**src/rtl/led_replay_ctrl.sv**
```systemverilog
// LED command recorder and timed replay sequencer.
// Shares one UART transmit slot between live echo and replayed commands.
module led_replay_ctrl #(
    parameter int DEPTH    = 16,
    parameter int TICK_DIV = 1200,
    parameter int DELTA_W  = 16
) (
    input  logic       clk,
    input  logic       rst_n,
    input  logic       rx_valid,
    input  logic [7:0] rx_data,
    output logic       tx_valid,
    output logic [7:0] tx_data,
    input  logic       tx_ready,
    output logic [4:0] leds,
    output logic       busy,
    output logic       overflow
);
    localparam int CW = $clog2(DEPTH);
    localparam int TW = $clog2(TICK_DIV + 1);
    localparam int EW = DELTA_W + 3;
    localparam logic [CW:0] FULL = (CW + 1)'(DEPTH);
    localparam logic [CW:0] ONE = (CW + 1)'(1);
    localparam logic [TW-1:0] TICK_LAST = TW'(TICK_DIV - 1);
    localparam logic [TW-1:0] TICK_ONE = TW'(1);
    localparam logic [DELTA_W-1:0] DELTA_MAX = '1;
    localparam logic [DELTA_W-1:0] DELTA_ONE = DELTA_W'(1);

    typedef enum logic [1:0] {
        REC,
        REPLAY_WAIT,
        REPLAY_FIRE
    } state_t;

    state_t state, state_n;
    logic [4:0] base, base_n, live, live_n, leds_n;
    logic [CW:0] count, count_n, ptr_inc;
    logic [CW-1:0] ptr, ptr_n;
    logic [DELTA_W-1:0] wait_cnt, wait_n, delta, delta_n;
    logic [TW-1:0] tick_cnt, tick_n;
    logic busy_n, ovf_n, tx_valid_n, wr_en;
    logic [7:0] tx_data_n;
    logic [EW-1:0] mem [DEPTH];
    logic [EW-1:0] cur_ent, next_ent;
    logic [2:0] cmd_idx, fire_idx;
    logic tick, slot_free, is_cmd, is_abort;

    assign tick      = (tick_cnt == TICK_LAST);
    assign slot_free = !tx_valid || tx_ready;
    assign cmd_idx   = rx_data[2:0];
    assign is_cmd    = (rx_data >= 8'h31) && (rx_data <= 8'h35);
    assign is_abort  = rx_valid && (rx_data == 8'h78);
    assign ptr_inc   = {1'b0, ptr} + ONE;
    assign cur_ent   = mem[ptr];
    assign next_ent  = mem[ptr_inc[CW-1:0]];
    assign fire_idx  = cur_ent[EW-1 -: 3];

    always_comb begin
        state_n    = state;
        leds_n     = leds;
        base_n     = base;
        live_n     = live;
        count_n    = count;
        ptr_n      = ptr;
        wait_n     = wait_cnt;
        busy_n     = busy;
        ovf_n      = overflow;
        tx_valid_n = tx_valid && !tx_ready;
        tx_data_n  = tx_data;
        wr_en      = 1'b0;
        tick_n     = tick ? '0 : tick_cnt + TICK_ONE;
        delta_n    = (tick && delta != DELTA_MAX) ? delta + DELTA_ONE : delta;
        unique case (state)
            REC: begin
                if (rx_valid) begin
                    if (slot_free) begin
                        tx_valid_n = 1'b1;
                        tx_data_n  = rx_data;
                    end
                    unique case (1'b1)
                        is_cmd: begin
                            leds_n = leds ^ (5'b00001 << (cmd_idx - 3'd1));
                            if (count < FULL) begin
                                wr_en   = 1'b1;
                                count_n = count + ONE;
                                delta_n = '0;
                            end else begin
                                ovf_n = 1'b1;
                            end
                        end
                        (rx_data == 8'h30 && count != '0): begin
                            live_n  = leds;
                            leds_n  = base;
                            ptr_n   = '0;
                            busy_n  = 1'b1;
                            tick_n  = '0;
                            wait_n  = mem[0][DELTA_W-1:0];
                            state_n = REPLAY_WAIT;
                        end
                        (rx_data == 8'h63): begin
                            count_n = '0;
                            base_n  = leds;
                            ovf_n   = 1'b0;
                        end
                        default: ;
                    endcase
                end
            end
            REPLAY_WAIT, REPLAY_FIRE: begin
                if (is_abort) begin
                    // Abort wins over any fire due this cycle.
                    leds_n  = live;
                    busy_n  = 1'b0;
                    delta_n = '0;
                    state_n = REC;
                    if (slot_free) begin
                        tx_valid_n = 1'b1;
                        tx_data_n  = rx_data;
                    end
                end else if (state == REPLAY_WAIT) begin
                    if (wait_cnt == '0) state_n = REPLAY_FIRE;
                    else if (tick) wait_n = wait_cnt - DELTA_ONE;
                end else if (slot_free) begin
                    tx_valid_n = 1'b1;
                    tx_data_n  = 8'h30 + {5'd0, fire_idx};
                    ptr_n      = ptr_inc[CW-1:0];
                    if (ptr_inc == count) begin
                        leds_n  = live;
                        busy_n  = 1'b0;
                        delta_n = '0;
                        state_n = REC;
                    end else begin
                        leds_n  = leds ^ (5'b00001 << (fire_idx - 3'd1));
                        wait_n  = next_ent[DELTA_W-1:0];
                        state_n = REPLAY_WAIT;
                    end
                end
            end
            default: state_n = REC;
        endcase
    end

    always_ff @(posedge clk or negedge rst_n) begin
        if (!rst_n) begin
            state    <= REC;
            leds     <= '0;
            base     <= '0;
            live     <= '0;
            count    <= '0;
            ptr      <= '0;
            wait_cnt <= '0;
            delta    <= '0;
            tick_cnt <= '0;
            busy     <= 1'b0;
            overflow <= 1'b0;
            tx_valid <= 1'b0;
            tx_data  <= '0;
        end else begin
            state    <= state_n;
            leds     <= leds_n;
            base     <= base_n;
            live     <= live_n;
            count    <= count_n;
            ptr      <= ptr_n;
            wait_cnt <= wait_n;
            delta    <= delta_n;
            tick_cnt <= tick_n;
            busy     <= busy_n;
            overflow <= ovf_n;
            tx_valid <= tx_valid_n;
            tx_data  <= tx_data_n;
        end
    end

    always_ff @(posedge clk or negedge rst_n) begin
        if (!rst_n) begin
            for (int i = 0; i < DEPTH; i++) mem[i] <= '0;
        end else if (wr_en) begin
            mem[count[CW-1:0]] <= {cmd_idx, delta};
        end
    end

endmodule

```
**config.mk**
```make
export PLATFORM = sky130hd
export DESIGN_NAME = led_replay_ctrl
export DESIGN_NICKNAME = d
export VERILOG_FILES = /design/src/rtl/led_replay_ctrl.sv
export SDC_FILE = /design/constraint.sdc
export NUM_CORES = 1
export LEC_CHECK = 0
export ABC_AREA = 1
export CORE_ASPECT_RATIO = 0.6
export CORE_UTILIZATION = 30
export DETAILED_ROUTE_END_ITERATION = 10
export MAX_ROUTING_LAYER = met4
export PLACE_DENSITY = 0.43
export SLEW_MARGIN = 20
export SYNTH_ARGS = -nofsm -noshare
export SYNTH_HDL_FRONTEND = slang
export SYNTH_SLANG_ARGS = --single-unit
```
**constraint.sdc**
```tcl
create_clock -name clk -period 2.3 [get_ports clk]
set_input_delay 0.23 -clock clk [delete_from_list [all_inputs] [get_ports clk]]
set_output_delay 0.23 -clock clk [all_outputs]
set_load 0.05 [all_outputs]
```
== After elaboration in Yosys (flattened, before gate mapping) ==
Index checks and enable logic that the tools add are counted.
Storage, ports and cells
  bits in registers: 384
  logic and storage cells: 179
  output and inout bits: 16
Operators by class
  equal/unequal tests: 25
  $add $sub $neg: 8
  reductions and logical operators: 25
  $lt $le $gt $ge: 7
  shift-type cells: 2
  bitwise operators: 5
  multiplexer cells: 78
Operator list (number)
  $bwmux W304: 1
  $mux W16: 18
  $bmux W19 S4: 2
  $demux W19 S4: 1
  $pmux W16 S2: 2
  $mux W19: 3
  $mux W11: 4
  $mux W8: 5
  $mux W5: 6
  $pmux W5 S2: 3
  $ne A3 B3 Y1 const B: 8
  $mux W4: 5
  $add A16 B1 Y16 const B: 1
  $eq A8 B7 Y1 const B: 2
  $logic_not A16 Y1: 1
  $mux W1: 16
  $ne A16 B16 Y1 const B: 1
  $pmux W8 S2: 1
  $reduce_and A4 Y1: 4
  $sub A16 B1 Y16 const B: 1
  $ge A5 B5 Y1 const B: 3
  $not A4 Y5: 3
  $mux W2: 6
  $ne A2 B2 Y1 const B: 6
  32 further kinds: 47

== Longest topological paths before layout ==
Gate-level depths: netlist of the first run.
  depth after elaboration: 12
  gate-level depth with buffers: 16

== Worst setup path after synthesis of the first run ==
No wires, ideal clock.
  path kind: register to register
  start point: register ptr[0]
  end point: register leds[2]
  setup time: 121 ps
  buffers on the path: 3
  stages on the path, launching flop included: 15
  slack: 119 ps
  required time: 2179 ps
  arrival: 2060 ps
  cells stage by stage: dfrtp_1 > buf_4 > buf_2 > buf_2 > o21ai_0 > nor2_1 > o21ai_0 > o22ai_1 > ha_1 > inv_1 > nand3_1 > nand2_1 > nand3_1 > nand2_1 > a21oi_1
Between the ends
  word-level cells in the longest chain between the ends: 12
  elaborated cells on any way between the ends: 14
  classes of those cells: 2 x add/sub; 1 x eq/ne; 1 x shift; 8 x mux; 2 x bitwise
RTL lines
  from (decl): line 38  | logic [CW-1:0] ptr, ptr_n;
  from (signal assigned): line 164  | ptr <= ptr_n;
  $not A4 Y5 (implied by the code): line 54  | assign cur_ent = mem[ptr];
  $bmux W19 S4: line 54
  $mux W19 (implied by the code) (2 in series): line 54
  $sub A3 B1 Y3: line 133  | leds_n = leds ^ (5'b00001 << (fire_idx - 3'd1));
  $shl A1 B3 Y5: line 133
  $xor A5 B5 Y5: line 133
  $mux W5 (*): line 127  | if (ptr_inc == count) begin
  $mux W5 (*): line 123  | end else if (slot_free) begin
  $mux W5 (*): line 120  | end else if (state == REPLAY_WAIT) begin
  $mux W5 (*): line 110  | if (is_abort) begin
  $pmux W5 S2 (*): line 73  | unique case (state)
  to (signal assigned): line 160  | leds <= leds_n;
  to (decl): line 15  | output logic [4:0] leds,
Every way passes the cells marked *; elsewhere a longest branch is shown, timed or not. The select of a mux whose other input is x is not followed.
A chain may end at the register's enable or synchronous reset.

== Worst setup path in the final report of the first run ==
  start point: register ptr[0]
  end point: register wait_cnt[0]
Between the ends
  word-level cells in the longest chain between the ends: 10
  elaborated cells on any way between the ends: 13
  classes of those cells: 1 x add/sub; 2 x eq/ne; 8 x mux; 1 x bitwise; 1 x reduce/logical
RTL lines
  $add A4 B1 Y5 (*): line 53  | assign ptr_inc = {1'b0, ptr} + ONE;
  $not A4 Y5 (implied by the code): line 55  | assign next_ent = mem[ptr_inc[CW-1:0]];
  $bmux W19 S4: line 55
  $mux W16 (implied by the code) (2 in series): line 55
  $mux W16: line 127
  $mux W16: line 123
  $mux W16: line 120
  $mux W16: line 110
  $pmux W16 S2: line 73
  to (signal assigned): line 165  | wait_cnt <= wait_n;
  to (decl): line 39  | logic [DELTA_W-1:0] wait_cnt, wait_n, delta, delta_n;
Marked as above.

==> metrics.md, run 1 <==
| Metric | Value |
|---|---|
| # IOs | 28 |
| Most common cell after layout, fill and taps aside | nand2_1 |
| Total track usage | 21.5% |
| Routed Antenna Nets | 0 |
| Chip Width | 326 um |
| Worst-Margin Slew | about 0.65 ns |
| Most frequent cells in the layout | 488 x nand2_1, 383 x dfrtp_1, 375 x o21ai_0 |
| # rows | 70 |
| Crit Path Max Fanout | 7 |
| Crit path DAT | about 2.7 ns |
| Worst-skew pair later-pin latency | 0.56 ns |
| RSZ-0062 raised after global routing | yes |
| Die Footprint | 64200 um^2 |
| Global-route wire length before repair | a little over 100000 um |
| Peak supply drop | between 0.5 and 0.6 mV |
| Slowest CP cell | dfrtp_4 |
| Initial drt markers | 1518 |
| Antenna violations before repair | 1 |
| Area of the core | 61700 um^2 |
| Final hold viol count | 0 |
| Vias | 16600 |
| Clock Skew | 0.0272 ns |
| GPL Wtd Cong | 0.848 |
| CTS buffer count | 40 |
| Max H-tree Level | 2 |
| YS warnings | 0 |
| Number of global-route vias before repair | 15800 |
| Remaining DRCs | 0 |
| Final Max Tran Viols | 0 |
| Total congestion overflow | 0 |
| Fraction of registers with async set/reset | 100% |
| Max incr delay on CP | 0.56 ns |
| CP startpoint | ptr[0] |
| Fmax | 0.441 GHz |
| CTS root buf | clkbuf_16 |
| Cell count after synthesis | between 2000 and 2500 |
| Register area share after synthesis | between 50% and 60% |
| Syn Area/Cell | 8.17 um^2 |
| Most frequent CP cell | buf_4 |
| Layout area overhead | 21.3% |
| TritonCTS clock tree | yes |
| Pin count of the biggest net entering global routing | 73 |
| DR WL/cell | between 20 and 25 um |
| Max Buffers Root-to-Sink | 3 |
| Netlist cell types | 47 |
| Clock-pin slew on the worst setup and hold paths | around 0.060 ns |
| Number of synthesized register bits | ~380 |
| Primary FF master, synth | dfrtp_1 |
| Buffers added on ports | 27 |
| Crit path cell chain | buf_6, buf_4, nand3_4, xor2_4, xor2_2, buf_4, nand3_2, nand2_2, nor2_4, inv_4, clkbuf_16, o21ai_0 |
| Layout cells sized above 1 | 14.2% |
| Launching point of the worst reg2reg path | ptr[0] |
| Layout net count | 2420 |
| Initial DRT Pass Iterations | 6 |
| Yosys top cell by area | dfrtp_1 |
| Synth Net Count | 2344 |
| Area contributors post-synth | dfrtp_1 51%, o21ai_0 10%, nand2_1 10%, nor2_1 4.8%, nand3_1 3.5% |
| Critical path type | flop to flop |
| Setup violations, final | 0 |
| MaxCap Viol Count | 0 |
| Fin crit share | 98.6% |
| Top cell type's share of synthesized area | 50.8% |
| Final instance area | 23000 um^2 |
| Setup TNS | 0 ns |
| Crit start category | flop |
| CTS sink cnt | 384 |
| Post-synth EDFFs | 0 |
| Starting Density | a little under a third |
| Max-Slew Margin vs Limit | 56.9% |
| Count of filler cells inserted in the layout | 6398 |
| WL final | 67700 um |
| Status | completed |
| PwrDens | around 1200 nW/um^2 |
| Cells on worst reg2reg path | 12 |
| Crit. End Element | flop |
| Tmin final | 2.27 ns |
| Vias per std cell | 5.09 |
| Dpl hpwl | 42100 um |
| P_leak | 10.0 nW |
| Vert. Die Dim | just under 200 um |
| RR Endpoint | wait_cnt[0] |
| Flop-to-flop setup slack | between 0.03 and 0.04 ns |
| Kind of path behind the tightest hold check | primary input to asynchronous set/reset pin |
| CP required | 2.77 ns |
| Post-place instance area | 21000 um^2 |
| Cell area after synthesis | 18900 um^2 |
-- kinds of logic after synthesis --
group	after synthesis	share of synthesized area, %
simple gates	958	21.2
buf+inv	298	7.51
flops	384	50.8
xor+xnor	27	1.39
fa+ha+maj	14	0.925
compound gates	637	18.2
-- metal layers --
layer	part of all wire (%)	wire length, um	GRT usage [%]
met5	0	0	-
met4	1.3	901	3.24
met3	7.1	4830	4.91
met2	39	26200	28.2
met1	53	35800	33.3
-- worst max path at each step --
stage / slack [ns] / to
final: 0.03 / wait_cnt[0]
after global routing: -0.12 / wait_cnt[2]
after global placement: -0.22 / delta[13]
after CTS: -0.03 / wait_cnt[4]
after floorplan: 0.12 / leds[2]
after detailed placement: -0.21 / delta[3]
-- power by group --
| group | switching (mW) | internal [mW] |
|---|---|---|
| logic | 8.63 | 5.18 |
| registers | 0.426 | 7.16 |
| clock network | 2.92 | 3.93 |
-- layout make-up --
| cell class | instances | area, um^2 | area share (%) |
|---|---|---|---|
| Multi-Input combinational cell | 1636 | 8180 | 35.6 |
| Clock inverter | 13 | 156 | 0.681 |
| Tap cell | 828 | 1040 | 4.51 |
| Sequential cell | 384 | 9610 | 41.9 |
| Timing Repair Buffer | 197 | 2260 | 9.82 |
| Clock buffer | 56 | 1180 | 5.15 |
| Antenna cell | 1 | 2.50 | 0.0109 |
| Inverter | 135 | 532 | 2.32 |
-- worst max-delay path, delay by kind of cell (launching register included) --
| family | cells | cell delay [ns] |
|---|---|---|
| flops | 1 | 0.56 |
| simple gates | 4 | 0.34 |
| compound gates | 1 | 0.16 |
| xor+xnor | 2 | 0.37 |
| buf+inv | 5 | 0.73 |
-- cell usage after synthesis, types with 5 or more instances --
| master | count |
|---|---|
| a21oi_1 | 40 |
| buf_2 | 53 |
| buf_6 | 27 |
| clkbuf_1 | 73 |
| clkinv_1 | 9 |
| dfrtp_1 | 384 |
| ha_1 | 14 |
| inv_1 | 122 |
| nand2_1 | 507 |
| nand3_1 | 132 |
| nand3_2 | 11 |
| nand4_1 | 16 |
| nor2_1 | 244 |
| nor3_1 | 22 |
| o211ai_1 | 48 |
| o21a_1 | 5 |
| o21ai_0 | 388 |
| o21ai_1 | 108 |
| o21ai_2 | 8 |
| o221ai_1 | 15 |
| o22ai_1 | 14 |
| xnor2_1 | 6 |
| xor2_1 | 19 |
-- what timing repair did --
item                                   CTS  global route
setup endpoints to repair               28            44
buffers inserted                         5             3
gates cloned                             2             8
hold buffers                             1             0
pin swaps                                4            24
endpoints found under the hold margin   45             0
gates resized for setup                 20            90
-- stage by stage --
step                hold WS [ns]  cells  setup slack, ns  power [mW]  util [%]
global route               0.240   3249           -0.118        29.9      37.2
detailed placement         0.224   3162           -0.206        19.5      34.0
finish                     0.210   3250           0.0324        28.2      37.2
global placement           0.221   3162           -0.218        19.5      34.0
floorplan                -0.0656   2318            0.119        14.6         -
CTS                        0.220   3239          -0.0298        27.1      36.5
-- state kept, by name, summed over array words and instances (netlist names), 5 cells and up --
signal,count
mem,304
live,5
leds,5
tx_data,8
delta,16
count,5
tick_cnt,11
wait_cnt,16
base,5
Power figures use the tool's default switching activity.
==> run 2: changes to the inputs <==
- CORE_MARGIN: default -> 4
==> run 2 against run 1 <==
Compared with the run above: the run now ends with setup timing left; first-iteration DRC count up 3.2%; wire length down 1.8%; clock-buffer cell count up 7; cell count up 0.68%; sequential power about the same; setup slack worse by 0.10 ns; sequential share of layout area up 0.080 points; hold slack better by 0.032 ns; maximum frequency down 4.2%; critical endpoint is now wait_cnt[11]; largest cell class unchanged; highest routed layer unchanged.
==> metrics.md, run 2 (synthesis results as in run 1) <==
| Metric | Value |
|---|---|
| Status | finished, violations left |
| Failing checks | setup timing |
| Max Buffers Root-to-Sink | 3 |
| Max H-tree Level | 2 |
| Worst-Margin Slew | 0.642 ns |
| Crit path DAT | about 2.8 ns |
| Layout net count | 2429 |
| Starting Density | 30.3% |
| Antenna violations before repair | 1 |
| DR WL/cell | 20.3 um |
| RSZ-0062 raised after global routing | yes |
| Chip Width | 332 um |
| Final instance area | 22900 um^2 |
| Critical path type | flop to flop |
| Post-place instance area | 21000 um^2 |
| Slowest CP cell | dfrtp_4 |
| Most frequent CP cell | nand2_1 |
| GPL Wtd Cong | between 0.8 and 0.9 |
| Max-Slew Margin vs Limit | 57.1% |
| Final Max Tran Viols | 0 |
| Flop-to-flop setup slack | -0.07 ns |
| Fin crit share | 103% |
| Worst slack at placement | -0.154 ns |
| Number of global-route vias before repair | approximately 16000 |
| Global-route wire length before repair | 101000 um |
| Crit path cell chain | buf_6, ha_4, buf_6, clkbuf_16, clkbuf_16, o21ai_2, o22ai_1, o211ai_1, nand2_1, nand2_1, nand3_1, nand3_1, nand2_1 |
| Cell Count, Final, Fillers Out | 3272 |
| MaxCap Viol Count | 0 |
| CTS buffer count | 40 |
| Total congestion overflow | 0 |
| Initial drt markers | 1566 |
| Routed Antenna Nets | 0 |
| Fmax | 0.422 GHz |
| CTS sink cnt | 384 |
| Vias | 16400 |
| Register area | roughly 9600 um^2 |
| Pin count of the biggest net entering global routing | 68 |
| Max FFs per register | 304 |
| Area of the core | between 60000 and 70000 um^2 |
| Dpl hpwl | roughly 43000 um |
| Layout cells sized above 1 | 13.4% |
| Final hold viol count | 0 |
| Max incr delay on CP | a little under 0.5 ns |
| Peak supply drop | 0.757 mV |
| Tmin final | 2.37 ns |
| Clock Skew | 0.0252 ns |
| Hold Slack | about 0.24 ns |
| Cells after DPL | between 3000 and 4000 |
| Clock-pin slew on the worst setup and hold paths | roughly 0.060 ns |
| CTS root buf | clkbuf_16 |
| Final worst setup slack | -0.0680 ns |
| P_leak | a little over 10 nW |
| Crit. End Element | flop |
| Largest regs | mem (304), delta (16), wait_cnt (16) |
| Most common cell after layout, fill and taps aside | nand2_1 |
| Most frequent cells in the layout | 497 x nand2_1, 383 x dfrtp_1, 380 x o21ai_0 |
| Kind of path behind the tightest hold check | primary input to asynchronous set/reset pin |
| Setup violations, final | 2 |
| Remaining DRCs | 0 |
| CP required | 2.76 ns |
| Worst-skew pair later-pin latency | 0.57 ns |
| Setup TNS | -0.0983 ns |
| Crit Path Max Fanout | 6 |
| Layout area overhead | 21.0% |
| Total Power | 28.0 mW |
| Area of the multi-input gates | 8100 um^2 |
| # rows | 71 |
| TritonCTS clock tree | yes |
| WL final | around 66000 um |
| Crit start category | flop |
| Vias per std cell | 5.01 |
| Vert. Die Dim | 203 um |
| Buffers added on ports | 27 |
| Die Footprint | between 60000 and 70000 um^2 |
| Largest Register | mem |
| Core Util, Final | between 30% and 40% |
| PwrDens | 1220 nW/um^2 |
| Total track usage | 19.9% |
| Count of filler cells inserted in the layout | between 6000 and 7000 |
| Initial DRT Pass Iterations | 5 |
| # IOs | 28 |
## run 2: cell types whose count changed in the layout (fill, tap and decap cells not counted), moves of 4 or more
cell / change
buf_4: +6
buf_6: +4
clkbuf_1: +7
nand2_1: +9
nand2_2: -9
nand3_1: +6
nand3_2: -5
o21ai_0: +5
## run 2: cell type report
cell class,instances,share of cell area (%)
Timing Repair Buffer,205,9.94
Multi-Input combinational cell,1636,35.3
Antenna cell,1,0.0109
Timing Repair inverter,1,0.0382
Clock inverter,8,0.568
Inverter,135,2.34
Sequential cell,384,41.9
Tap cell,839,4.58
Clock buffer,63,5.23
## run 2: final timing paths
| check | startpoint | to | depth (start not counted) |
|---|---|---|---|
| hold reg to reg | mem[144] | mem[144] | 2 |
| min in group clk | rx_data[4] | tx_data[4] | 4 |
| setup reg to reg | ptr[0] | wait_cnt[11] | 13 |
| max in group asynchronous | rst_n | mem[128] | 3 |
| hold / removal | rst_n | base[3] | 2 |
| setup / recovery | ptr[0] | wait_cnt[11] | 13 |
## run 2: worst max-delay path, delay by kind of cell, from the launching register on
family	cells	cell delay, ns
buffers and inverters	4	0.58
AO/OA/AOI/OAI	3	0.46
adder cells (fa/ha/maj)	1	0.25
flip-flops	1	0.49
AND/OR/NAND/NOR	5	0.48
## run 2: where the power goes
group,internal (mW),total [mW],switching (mW)
logic,5.17,13.7,8.53
clock network,3.92,6.77,2.85
registers,7.16,7.56,0.394
total,16.3,28.0,11.8
## run 2: per-layer routing
layer / GRT usage (%) / up-vias / wire length (um)
met3: 4.47 / 60 / 4920
met1: 31.7 / 7979 / 35800
met5: - / - / 0
met2: 25.4 / 432 / 24800
li1: - / 7913 / -
met4: 3.24 / 0 / 905
## run 2: what timing repair did
action | CTS | global route
buffers inserted | 0 | 14
gates resized for setup | 14 | 63
hold buffers | 1 | 0
endpoints found under the hold margin | 49 | 0
endpoints found under the setup margin | 21 | 59
pin swaps | 3 | 28
gates cloned | 0 | 10
